[config.mk]
export PLATFORM = sky130hd
export DESIGN_NAME = fb_port_arbiter
export DESIGN_NICKNAME = d
export VERILOG_FILES = /design/src/rtl/fb_arb_pkg.sv /design/src/rtl/fb_wr_fifo.sv /design/src/rtl/fb_port_arbiter.sv
export SDC_FILE = /design/constraint.sdc
export NUM_CORES = 1
export LEC_CHECK = 0
export BUFFER_PORTS_ARGS = -buffer_cell sky130_fd_sc_hd__buf_2
export CORE_AREA = 3 3 130 132
export CTS_CLUSTER_SIZE = 14
export DETAILED_ROUTE_END_ITERATION = 12
export DIE_AREA = 0 0 133 135
export SLEW_MARGIN = 10
export SYNTH_ARGS = -nofsm -noshare
export SYNTH_HDL_FRONTEND = slang
export SYNTH_HIERARCHICAL = 1
export SYNTH_SLANG_ARGS = --single-unit
[constraint.sdc]
create_clock -name clk_sys -period 5.4 [get_ports clk_sys]
set_input_delay 1.62 -clock clk_sys [delete_from_list [all_inputs] [get_ports clk_sys]]
set_output_delay 1.62 -clock clk_sys [all_outputs]
set_load 0.1 [all_outputs]
[src/rtl/fb_arb_pkg.sv]
`default_nettype none
// ============================================================================
//  Module   : fb_arb_pkg
//  Purpose  : Shared types and helpers for the frame-buffer port arbiter:
//             grant encoding, write-buffer entry layout and a clog2 helper.
//  Revision : 1.0  initial release
// ============================================================================
package fb_arb_pkg;

  localparam int FB_AW = 16;
  localparam int FB_DW = 8;

  // Which requester owns the BRAM port in a given cycle
  typedef enum logic [1:0] {
    GNT_IDLE = 2'd0,
    GNT_RD   = 2'd1,
    GNT_WR   = 2'd2
  } grant_e;

  // One buffered pixel write at the default geometry
  typedef struct packed {
    logic [FB_AW-1:0] addr;
    logic [FB_DW-1:0] data;
  } wr_entry_t;

  // Ceiling log2; returns 0 for values <= 1
  function automatic int clog2(input int value);
    int r;
    r = 0;
    for (int i = 0; i < 31; i++) begin
      if ((1 << i) < value) r = i + 1;
    end
    return r;
  endfunction

endpackage
`default_nettype wire

[src/rtl/fb_wr_fifo.sv]
`default_nettype none
// ============================================================================
//  Module   : fb_wr_fifo
//  Purpose  : Small synchronous FIFO of pending pixel writes with a
//             first-word fall-through head and a registered occupancy.
//  Revision : 1.0  initial release
// ============================================================================
module fb_wr_fifo
  import fb_arb_pkg::*;
#(
  parameter int  DEPTH   = 4,
  parameter type entry_t = wr_entry_t
) (
  input  logic                      clk_sys,
  input  logic                      reset,
  input  logic                      push,
  input  entry_t                    push_data,
  input  logic                      pop,
  output entry_t                    head,
  output logic [clog2(DEPTH):0]     level,
  output logic                      full,
  output logic                      empty
);

  localparam int PW = clog2(DEPTH);
  localparam int LW = PW + 1;

  entry_t        mem [DEPTH];
  logic [PW-1:0] wr_ptr;
  logic [PW-1:0] rd_ptr;
  logic          do_push;
  logic          do_pop;

  // A full FIFO refuses pushes even when the head retires in the same cycle
  assign full    = (level == LW'(DEPTH));
  assign empty   = (level == '0);
  assign do_push = push & ~full;
  assign do_pop  = pop & ~empty;
  assign head    = mem[rd_ptr];

  // Pointer and occupancy bookkeeping; pointers wrap naturally at DEPTH
  always_ff @(posedge clk_sys) begin
    if (reset) begin
      wr_ptr <= '0;
      rd_ptr <= '0;
      level  <= '0;
    end else begin
      if (do_push) wr_ptr <= wr_ptr + 1'b1;
      if (do_pop)  rd_ptr <= rd_ptr + 1'b1;
      case ({do_push, do_pop})
        2'b10:   level <= level + 1'b1;
        2'b01:   level <= level - 1'b1;
        default: level <= level;
      endcase
    end
  end

  // Entry storage; contents need no reset since level gates visibility
  always_ff @(posedge clk_sys) begin
    if (do_push) mem[wr_ptr] <= push_data;
  end

endmodule
`default_nettype wire

[src/rtl/fb_port_arbiter.sv]
`default_nettype none
// ============================================================================
//  Module   : fb_port_arbiter
//  Purpose  : Shares one single-port frame-buffer BRAM between the pixel
//             writer (buffered) and the scan-out reader. Reads win by
//             default; buffered writes are forced when the buffer is nearly
//             full or a write has waited MAX_WAIT lost cycles.
//  Revision : 1.0  initial release
// ============================================================================
module fb_port_arbiter
  import fb_arb_pkg::*;
#(
  parameter int AW         = FB_AW,
  parameter int DW         = FB_DW,
  parameter int WBUF_DEPTH = 4,
  parameter int RD_LAT     = 1,
  parameter int MAX_WAIT   = 8
) (
  input  logic                        clk_sys,
  input  logic                        reset,
  input  logic                        wr_valid,
  output logic                        wr_ready,
  input  logic [AW-1:0]               wr_addr,
  input  logic [DW-1:0]               wr_data,
  input  logic                        rd_req,
  output logic                        rd_ready,
  input  logic [AW-1:0]               rd_addr,
  output logic                        rd_valid,
  output logic [DW-1:0]               rd_data,
  output logic [AW-1:0]               ram_addr,
  output logic                        ram_we,
  output logic [DW-1:0]               ram_wdata,
  input  logic [DW-1:0]               ram_rdata,
  output logic [clog2(WBUF_DEPTH):0]  wr_level
);

  localparam int LW = clog2(WBUF_DEPTH) + 1;
  localparam int SW = clog2(MAX_WAIT + 1);

  typedef struct packed {
    logic [AW-1:0] addr;
    logic [DW-1:0] data;
  } entry_t;

  entry_t              push_entry;
  entry_t              head;
  logic                fifo_full;
  logic                fifo_empty;
  logic                force_wr;
  grant_e              grant;
  logic [SW-1:0]       starve;
  logic [AW-1:0]       addr_q;
  logic [DW-1:0]       wdata_q;
  logic [RD_LAT-1:0]   rd_pipe;

  assign push_entry = '{addr: wr_addr, data: wr_data};
  assign wr_ready   = ~reset & ~fifo_full;

  fb_wr_fifo #(
    .DEPTH   (WBUF_DEPTH),
    .entry_t (entry_t)
  ) u_wr_fifo (
    .clk_sys   (clk_sys),
    .reset     (reset),
    .push      (wr_valid & wr_ready),
    .push_data (push_entry),
    .pop       (grant == GNT_WR),
    .head      (head),
    .level     (wr_level),
    .full      (fifo_full),
    .empty     (fifo_empty)
  );

  // Writes jump the queue only when the buffer is one short of full or starved
  assign force_wr = (wr_level >= LW'(WBUF_DEPTH - 1)) | (starve == SW'(MAX_WAIT));

  // Grant selection uses only rd_req and registered state, never wr_valid
  always_comb begin
    grant = GNT_IDLE;
    if (!reset) begin
      if (!fifo_empty && (!rd_req || force_wr)) begin
        grant = GNT_WR;
      end else if (rd_req) begin
        grant = GNT_RD;
      end
    end
  end

  assign rd_ready = (grant == GNT_RD);

  // BRAM port mux; idle cycles hold the previous address and write data
  always_comb begin
    ram_addr  = addr_q;
    ram_wdata = wdata_q;
    ram_we    = 1'b0;
    if (reset) begin
      ram_addr  = '0;
      ram_wdata = '0;
    end else begin
      case (grant)
        GNT_RD: ram_addr = rd_addr;
        GNT_WR: begin
          ram_addr  = head.addr;
          ram_wdata = head.data;
          ram_we    = 1'b1;
        end
        default: ;
      endcase
    end
  end

  // Remember the last driven BRAM address/data so idle cycles can hold them
  always_ff @(posedge clk_sys) begin
    if (reset) begin
      addr_q  <= '0;
      wdata_q <= '0;
    end else begin
      addr_q  <= ram_addr;
      wdata_q <= ram_wdata;
    end
  end

  // Count cycles a buffered write loses to reads, saturating at MAX_WAIT
  always_ff @(posedge clk_sys) begin
    if (reset) begin
      starve <= '0;
    end else if (fifo_empty || grant == GNT_WR) begin
      starve <= '0;
    end else if (grant == GNT_RD && starve != SW'(MAX_WAIT)) begin
      starve <= starve + 1'b1;
    end
  end

  // Read-grant delay line matching the BRAM read latency
  generate
    if (RD_LAT == 1) begin : g_lat1
      // Single-stage delay of the read grant
      always_ff @(posedge clk_sys) begin
        if (reset) rd_pipe <= '0;
        else       rd_pipe <= (grant == GNT_RD);
      end
    end else begin : g_latn
      // Multi-stage delay of the read grant
      always_ff @(posedge clk_sys) begin
        if (reset) rd_pipe <= '0;
        else       rd_pipe <= {rd_pipe[RD_LAT-2:0], (grant == GNT_RD)};
      end
    end
  endgenerate

  // Masked during reset so reads granted before reset never report valid
  assign rd_valid = rd_pipe[RD_LAT-1] & ~reset;
  assign rd_data  = ram_rdata;

endmodule
`default_nettype wire
==> impl_metrics.yaml <==
critical_path:
  worst_path_largest_cell_delay_ns: 0.54
  cp_top_family: "compound AO/OA/AOI/OAI gates"
  crit_chain: "buf_2 -> inv_1 -> a2111oi_4 -> o21ai_0 -> ha_1 -> buf_12 -> a221oi_1 -> nor3_4 -> buf_12"
  reg2reg_to: "u_wr_fifo/level[2]"
  reg2reg_from: "starve[0]"
  critPathSlowestCell: "a221oi_1"
  crit_type: "input port to primary output"
  crit_required_ns: 3.78
  ff2ff_path_depth: 14
  start_kind: "input port"
  crit_path_max_fanout: 16
  end_kind: "primary output"
  cp_common_cell: "buf_12"
  worst-path-buf-inv: 4
  crit_arrival_ns: 3.55
  reg2reg_slack_ns: 2.45
power:
  leakage_uw: 0.00247
  power_density_mw_per_mm2: 373
  finalPower_uw: 2690
  peakVddDrop_v: 0.000271
route:
  first_iter_violations: 257
  drt_wl_total_um: 10900
  wl_per_cell_um: 16.6
  drt-pass1-iter-count: 4
  post-route-drc-count: 0
  vias: 3157
  final_antenna_net_count: 0
  routed_via_density: 4.81
finish:
  final_layout_size_suffix_gt1_share_pct: 37.0
  utilization_pct: 45.5
  fin_area_mm2: 0.00720
  diodes: 0
  final_net_count: 490
  area_delta_synth_final_pct: 31.6
floorplanning:
  ios: 91
  core_area_mm2: 0.0158
  rows: 46
  fp.dieW_um: 133
  die_h_um: 135
  start_util_pct: 34.6
  dieArea_mm2: 0.0180
logic_synthesis:
  synth_top_cell_by_area: "edfxtp_1"
  yosys_warnings: 6
  netlist_area_mm2: 0.00547
  synth_cell_types: 34
  synthTopCellsByArea: "edfxtp_1, dfxtp_1, mux4_2, nor3_1, a221oi_1"
  syn_area_per_cell_um2: 15.4
  synth_edf_count: 96
  synthCells: 355
  ys_seq_area_share_pct: 66.6
  dominantRegCellSynth: "edfxtp_1"
  synth_fp_nets: 418
  synthArstFlopShare_pct: 0
  ys_ff_latch: 134
  netlist.area_leader.share_pct: 52.7
clock_network:
  clk_latency_ns: 0.41
  cts.sinks: 134
  htree_levels: 4
  cts_buffer_depth: 2
  cts_made_buffers: 17
  post_cts_resized: 0
  cts_hold_buf: 0
  clk_pin_slew_worst_paths_ns: 0.06
  cts_tree: "built"
  root_buffer: "clkbuf_16"
  post-cts-setup-buffer-count: 0
global_route:
  antenna_found_initial: 2
  grt_pass1_wl_um: 17900
  grt_pass1_vias: 3322
  grt_overflow: 0
  grt_start_max_net_pins: 35
  grt_use_total_pct: 13.0
place:
  place_area_mm2: 0.00659
  gp_congestion: 0.733
  dp_slack_ns: 0.253
  io_buffers: 74
  hpwl_um: 7040
timing:
  min_period_over_period_pct: 95.8
  layout_setup_ws_ns: 0.228
  setup_viol: 0
  rsz0062_at_grt: "no"
  drv_slew: 0
  finalHoldViolations: 0
  worst_pin_slew_ns: 1.10
  min_period_ns: 5.17
  skew_ns: 0.00882
  finalSetupTns_ns: 0
  max_freq_ghz: 0.193
  slew_headroom_pct: 26.4
worst_hold_path:
  whs_path_depth: 2
  hold_class: "flip-flop to flip-flop"
  hold_path.startpoint: "u_wr_fifo/rd_ptr[1]"
status:
  status: "finished clean"
job:
  maxCapViolations: 0
-- per-stage QoR --
step | hold slack [ns] | instances
floorplan | 0.459 | 355
global placement | 0.477 | 624
detailed placement | 0.483 | 624
CTS | 0.495 | 656
global route | 0.530 | 656
finish | 0.498 | 656
-- where the power goes --
part,switching (uW),leakage [uW],internal (uW)
clock,430,0.000299,745
combinational,241,0.000990,125
sequential,12.2,0.00118,1130
-- worst min-delay path, delay by kind of cell (launching register included) --
kind | cells | cell delay [ns]
compound gates | 2 | 0.14
flops | 1 | 0.30
-- logic make-up (layout without fill, tap and decap cells) --
group                    Yosys count  in the layout  share of synthesized area [%]
flip-flops                       134            134                           66.6
AND/OR/NAND/NOR                  100            100                           9.49
buffers and inverters             41            126                           4.25
multiplexers                      33             33                           11.8
AO/OA/AOI/OAI                     32             32                           4.60
adder cells (fa/ha/maj)           11             11                           2.65
XOR/XNOR                           4              4                          0.640
-- worst max-delay path by stage --
stage / start / to / slack [ns] / cells past startpoint
6_report: rd_req / ram_addr[8] / 0.23 / 9
5_1_grt: rd_req / ram_addr[7] / 0.11 / 9
4_1_cts: rd_req / ram_addr[8] / 0.25 / 9
3_5_place_dp: rd_req / ram_addr[8] / 0.25 / 9
3_3_place_gp: rd_req / ram_addr[11] / 0.29 / 9
2_1_floorplan: reset / ram_we / -0.28 / 6
-- synth_stat cells, types with 2 or more instances --
| cell | instances |
|---|---|
| edfxtp_1 | 96 |
| dfxtp_1 | 38 |
| nor3_1 | 34 |
| nor2_1 | 26 |
| mux4_2 | 20 |
| nor2b_1 | 18 |
| a221oi_1 | 16 |
| inv_1 | 12 |
| ha_1 | 10 |
| mux2i_1 | 9 |
| buf_4 | 8 |
| buf_2 | 7 |
| a21oi_1 | 6 |
| buf_1 | 6 |
| o21ai_0 | 6 |
| or3_1 | 6 |
| and2_1 | 5 |
| clkbuf_1 | 5 |
| mux4_1 | 4 |
| xor2_1 | 4 |
| nand2_1 | 3 |
| buf_12 | 2 |
| nand2b_1 | 2 |
| nand3_1 | 2 |
-- per-layer routing --
metal  part of all wire (%)  GRT usage (%)  vias to the layer above
li1                       -              -                     1501
met1                     45           17.6                     1556
met2                     47           19.7                       83
met3                    6.1           4.62                       13
met4                    1.3           4.39                        4
met5                   0.16              0                        -
-- flip-flops by register name, summed over array words and instances, names as in the netlist, named ones only --
register	cells
u_wr_fifo/wr_ptr	2
u_wr_fifo/mem	96
addr_q	16
u_wr_fifo/rd_ptr	2
starve	4
rd_pipe	1
u_wr_fifo/level	3
wdata_q	8
-- placed cells by master, fill, tap and decap left out, types with 2 or more instances in the layout --
master	Yosys	routed
a21oi_1	6	6
a221oi_1	16	16
and2_1	5	5
buf_12	2	26
buf_2	7	48
buf_4	8	8
bufinv_16	0	3
clkbuf_16	0	17
clkinv_2	0	2
clkinv_4	0	2
dfxtp_1	38	37
edfxtp_1	96	96
ha_1	10	9
inv_1	12	12
inv_6	0	5
mux2i_1	9	9
mux4_1	4	4
mux4_2	20	20
nand2_1	3	3
nand2b_1	2	2
nand3_1	2	2
nor2_1	26	18
nor2_2	0	8
nor2b_1	18	18
nor3_1	34	18
nor3_4	0	16
o21ai_0	6	6
or3_1	6	6
xor2_1	4	4
-- final cells by class --
cell class	count	area (um2)
Fill cell	1383	8630
Clock inverter	13	169
Clock buffer	19	443
Timing Repair Buffer	82	821
Multi-Input combinational cell	180	1810
Tap cell	216	270
Sequential cell	134	3640
Inverter	12	45.0
Note: power is estimated with default switching activity, not from simulation.
